$ cat config.mk
export PLATFORM = sky130hd
export DESIGN_NAME = pc_prefetch
export DESIGN_NICKNAME = d
export VERILOG_FILES = /design/src/rtl/pc_prefetch.sv
export SDC_FILE = /design/constraint.sdc
export NUM_CORES = 1
export LEC_CHECK = 0
export CORE_MARGIN = 1.5
export CORE_UTILIZATION = 59
export DETAILED_ROUTE_END_ITERATION = 6
export GPL_ROUTABILITY_DRIVEN = 0
export PLACE_DENSITY_LB_ADDON = 0.2
export SLEW_MARGIN = 5
export SYNTH_ARGS = -nofsm -noshare
export SYNTH_HDL_FRONTEND = slang
export SYNTH_SLANG_ARGS = --single-unit
$ cat constraint.sdc
create_clock -name clk -period 5.11 [get_ports clk]
set_input_delay 1.022 -clock clk [delete_from_list [all_inputs] [get_ports clk]]
set_output_delay 1.022 -clock clk [all_outputs]
set_load 0.05 [all_outputs]
$ cat src/rtl/pc_prefetch.sv
// Instruction-fetch front end: owns the PC, issues one word fetch at a time and
// queues returned instructions with their PCs in a small FIFO feeding decode.
module pc_prefetch #(
    parameter int unsigned     XLEN     = 32,
    parameter int unsigned     DEPTH    = 4,
    parameter logic [XLEN-1:0] RESET_PC = '0,
    parameter int unsigned     INC      = 4
) (
    input  logic                       clk,
    input  logic                       rst,
    output logic                       req_o,
    output logic [XLEN-1:0]            req_addr_o,
    input  logic                       req_ready_i,
    input  logic                       resp_valid_i,
    input  logic [XLEN-1:0]            resp_data_i,
    input  logic                       jump_i,
    input  logic [XLEN-1:0]            jump_pc_i,
    output logic                       inst_valid_o,
    output logic [XLEN-1:0]            inst_o,
    output logic [XLEN-1:0]            inst_pc_o,
    input  logic                       stall_i,
    output logic [$clog2(DEPTH):0]     count_o
);

    localparam int unsigned PTR_W = $clog2(DEPTH);
    localparam int unsigned CNT_W = PTR_W + 1;

    typedef enum logic [1:0] {
        IDLE    = 2'd0,
        WAIT    = 2'd1,
        DISCARD = 2'd2
    } state_e;

    state_e             state_q, state_d;
    logic [XLEN-1:0]    pc_q, pc_d;
    logic [XLEN-1:0]    req_pc_q, req_pc_d;
    logic [PTR_W-1:0]   wr_ptr_q, wr_ptr_d;
    logic [PTR_W-1:0]   rd_ptr_q, rd_ptr_d;
    logic [CNT_W-1:0]   count_q, count_d;

    logic [XLEN-1:0]    inst_mem_q [DEPTH];
    logic [XLEN-1:0]    pc_mem_q   [DEPTH];

    logic               full;
    logic               accept;
    logic               push;
    logic               pop;
    logic [XLEN-1:0]    jump_target;
    logic               jump_lsb_unused;

    assign jump_target     = {jump_pc_i[XLEN-1:2], 2'b00};
    assign jump_lsb_unused = ^jump_pc_i[1:0];

    // Space is reserved at issue time, so a response can always be pushed.
    assign full   = (count_q == CNT_W'(DEPTH));
    assign req_o  = (state_q == IDLE) && !full && !jump_i && !rst;
    assign accept = req_o && req_ready_i;
    assign push   = (state_q == WAIT) && resp_valid_i && !jump_i;
    assign pop    = inst_valid_o && !stall_i && !jump_i;

    assign req_addr_o   = pc_q;
    assign count_o      = count_q;
    assign inst_valid_o = (count_q != '0);
    assign inst_o       = inst_valid_o ? inst_mem_q[rd_ptr_q] : '0;
    assign inst_pc_o    = inst_valid_o ? pc_mem_q[rd_ptr_q]   : '0;

    always_comb begin
        pc_d     = pc_q;
        req_pc_d = req_pc_q;
        state_d  = state_q;
        wr_ptr_d = wr_ptr_q;
        rd_ptr_d = rd_ptr_q;
        count_d  = count_q;

        if (accept) begin
            pc_d     = pc_q + XLEN'(INC);
            req_pc_d = pc_q;
        end
        if (jump_i) begin
            pc_d = jump_target;
        end

        case (state_q)
            IDLE: begin
                if (accept) state_d = WAIT;
            end
            WAIT: begin
                if (jump_i)            state_d = resp_valid_i ? IDLE : DISCARD;
                else if (resp_valid_i) state_d = IDLE;
            end
            DISCARD: begin
                if (resp_valid_i) state_d = IDLE;
            end
            default: state_d = IDLE;
        endcase

        // A redirect empties the queue and overrides any push or pop this cycle.
        if (jump_i) begin
            wr_ptr_d = '0;
            rd_ptr_d = '0;
            count_d  = '0;
        end else begin
            if (push) wr_ptr_d = wr_ptr_q + PTR_W'(1);
            if (pop)  rd_ptr_d = rd_ptr_q + PTR_W'(1);
            case ({push, pop})
                2'b10:   count_d = count_q + CNT_W'(1);
                2'b01:   count_d = count_q - CNT_W'(1);
                default: count_d = count_q;
            endcase
        end
    end

    always_ff @(posedge clk) begin
        if (rst) begin
            state_q  <= IDLE;
            pc_q     <= RESET_PC;
            wr_ptr_q <= '0;
            rd_ptr_q <= '0;
            count_q  <= '0;
        end else begin
            state_q  <= state_d;
            pc_q     <= pc_d;
            wr_ptr_q <= wr_ptr_d;
            rd_ptr_q <= rd_ptr_d;
            count_q  <= count_d;
        end
    end

    always_ff @(posedge clk) begin
        req_pc_q <= req_pc_d;
        if (push) begin
            inst_mem_q[wr_ptr_q] <= resp_data_i;
            pc_mem_q[wr_ptr_q]   <= req_pc_q;
        end
    end

endmodule

==> impl_metrics.csv <==
group,metric,value,unit
cells_and_area,area_delta_synth_final,22.3,%
clocking,insertion_delay,550,ps
floorplanning,die_x,149,microns
setup_path,cpMaxStageDelayCell,"dfxtp_4",
timing,finalHoldViolCount,0,
setup_path,rr_endpoint,"count_o[2]",
power_and_ir_drop,power.total,0.00522,W
global_routing,antenna_found_initial,0,
yosys,synth_area,12600,sq um
place,dp_hpwl,14800,microns
yosys,ys.warnings.count,0,
hold_path,hold-path-cell-count,0,
clocking,cts_buffer_depth,3,
yosys,async_flop_share,0,%
clocking,cts_tree,"yes",
global_routing,grt_pass1_vias,6858,
clocking,h-tree-depth,1,
setup_path,crit_type,"reg -> out",
hold_path,hp-class,"reg -> reg",
setup_path,arrival,3140,ps
cells_and_area,num-nets-final,945,
timing,finalCritPeriodShare,81.5,%
yosys,postSynthAreaPerCell,17.9,sq um
cells_and_area,layout_commonest_cell,"edfxtp_1",
setup_path,cp_slowest_stage_delay,800,ps
timing,rsz0062_at_grt,"false",
floorplanning,design.die.area,22300,sq um
yosys,synth_enable_flop_cells,278,
clocking,ctsResizeCount,0,
clocking,cts-buffers-inserted,31,
floorplanning,die_h,149,microns
setup_path,startpoint_type,"register",
timing,finalSetupViolations,0,
detailed_routing,vias,6866,
timing,max_freq,0.240,GHz
setup_path,r2r_cells,9,
global_routing,grt_max_degree,65,
setup_path,worstPathCellList,"buf_4, mux4_2, nor2b_1, clkdlybuf4s50_1",
detailed_routing,wl_per_cell,21.4,microns
detailed_routing,wirelength,25000,microns
setup_path,worstReg2RegStart,"count_o[0]",
hold_path,min_to,"pc_mem_q[2][18]",
yosys,yosysUniqueCellTypes,47,
setup_path,end_kind,"primary output",
timing,tightest_slew,999,ps
setup_path,crit_fanout,33,
clocking,clk_pin_slew,60,ps
yosys,synthCells,703,
floorplanning,io_pins,171,
timing,max_slew_margin,33.4,%
floorplanning,start_util,60.0,%
clocking,cts_hold_buf,0,
yosys,synth_seq_cells,319,
detailed_routing,drt-initial-drc-count,582,
yosys,synthFlopType,"edfxtp_1",
run_status,status,"completed",
timing,slew_violations,0,
global_routing,grt_usage,22.7,%
global_routing,gr-total-overflow,0,
timing,skew,10.8,ps
cells_and_area,drive_gt1_share,15.0,%
timing,setup_tns,0,ps
yosys,ys_seq_area_share,72.7,%
place,portBuffers,164,
clocking,ctsRootBufferMaster,"clkbuf_16",
detailed_routing,route.detailed.drc,0,
detailed_routing,ant_nets,0,
timing,period_needed,4160,ps
setup_path,r2r_slack,2250,ps
floorplanning,coreArea,21000,sq um
power_and_ir_drop,power_density,338,nW/um^2
cells_and_area,antenna_cells,0,
floorplanning,row_count,53,
detailed_routing,drtPass1Iterations,5,
power_and_ir_drop,max-vdd-ir-drop,0.230,mV
cells_and_area,layout_common_cells,"edfxtp_1 (278), clkdlybuf4s50_1 (164), nor2b_1 (64)",
detailed_routing,vias_per_cell,5.88,
clocking,cts_sinks,319,
clocking,post-cts-setup-buffers,0,
global_routing,grt_pass1_wl,38200,microns
setup_path,required,4090,ps
hold_path,hp-start,"req_pc_q[18]",
power_and_ir_drop,power.leakage,4.75,nW
run,cap_violations,0,
registers in the layout (all words and copies together), names as in the netlist, named ones only:
| register | count |
|---|---|
| inst_mem_q | 128 |
| pc_mem_q | 120 |
| req_addr_o | 30 |
| req_pc_q | 30 |
| count_o | 3 |
| rd_ptr_q | 2 |
| state_q | 2 |
| wr_ptr_q | 2 |
cells in the mapped netlist, types with 2 or more instances:
master | count | area [sq um]
edfxtp_1 | 278 | 8350
nor2b_1 | 64 | 400
mux4_2 | 62 | 1400
dfxtp_1 | 41 | 821
nor2_1 | 25 | 93.8
xnor2_1 | 25 | 219
clkbuf_1 | 23 | 86.3
nand2_1 | 18 | 67.6
a21oi_1 | 17 | 85.1
nand3_1 | 14 | 70.1
a211oi_1 | 12 | 90.1
inv_1 | 11 | 41.3
buf_2 | 10 | 50.1
nor3_1 | 9 | 45.0
buf_4 | 7 | 52.6
nor4_2 | 7 | 87.6
o21bai_1 | 7 | 52.6
and2_1 | 6 | 37.5
ha_1 | 6 | 75.1
o22ai_1 | 6 | 37.5
and3_1 | 5 | 31.3
and4_1 | 5 | 43.8
or3_1 | 5 | 31.3
xor2_1 | 5 | 43.8
a311oi_1 | 4 | 35.0
nor3_2 | 4 | 40.0
o21ai_0 | 4 | 20.0
nand4_1 | 2 | 12.5
nand4_4 | 2 | 42.5
nor4_1 | 2 | 12.5
logic make-up (layout without fill, tap and decap cells):
family / after synthesis / after routing / share of synthesized area (%)
flops: 319 / 319 / 72.7
buf+inv: 53 / 240 / 1.88
fa+ha+maj: 7 / 7 / 0.754
compound gates: 52 / 52 / 2.63
xor+xnor: 30 / 30 / 2.08
simple gates: 178 / 178 / 8.82
other cells: 1 / 4 / 0.0297
mux: 63 / 63 / 11.1
final cells by class:
type	instances	area, sq um
inverters	12	45.0
well taps	275	344
clock inverters	17	113
multi-input cells	334	3240
clock buffers	41	813
fillers	1238	5590
repair buffers	170	1700
flip-flops and latches	319	9180
per-layer routing:
metal / GRT usage [%] / wire length (microns)
met1: 32.2 / 10400
met2: 37.1 / 12400
met3: 3.79 / 1710
met4: 5.99 / 425
met5: 0 / 0
stage by stage:
stage	util, %	hold WS (ps)	setup slack (ps)	instance area [sq um]	instances
5_1_grt	73.4	513	773	15400	1168
3_3_place_gp	69.0	469	1040	14500	1110
2_1_floorplan	-	459	1140	12600	706
6_report	73.4	492	948	15400	1168
3_5_place_dp	69.0	481	1030	14500	1110
4_1_cts	73.4	499	877	15400	1168
critical path: cells and delay by family, from the launching register on:
kind                   cells  cell delay (ps)
buffers and inverters      2             1080
flip-flops                 1              800
multiplexers               1              530
AND/OR/NAND/NOR            1              140
worst max path at each step:
stage               depth (start not counted)    endpoint     start
floorplan                                   2       req_o    jump_i
finish                                      4  inst_o[19]  register
global placement                            4       req_o    jump_i
CTS                                         4  inst_o[19]  register
global route                                4  inst_o[19]  register
detailed placement                          4       req_o    jump_i
power breakdown:
| part | internal [W] | switching (W) |
|---|---|---|
| logic | 0.000110 | 0.000151 |
| clock network | 0.00117 | 0.000899 |
| registers | 0.00285 | 0.0000422 |
Note: power is estimated with default switching activity, not from simulation.
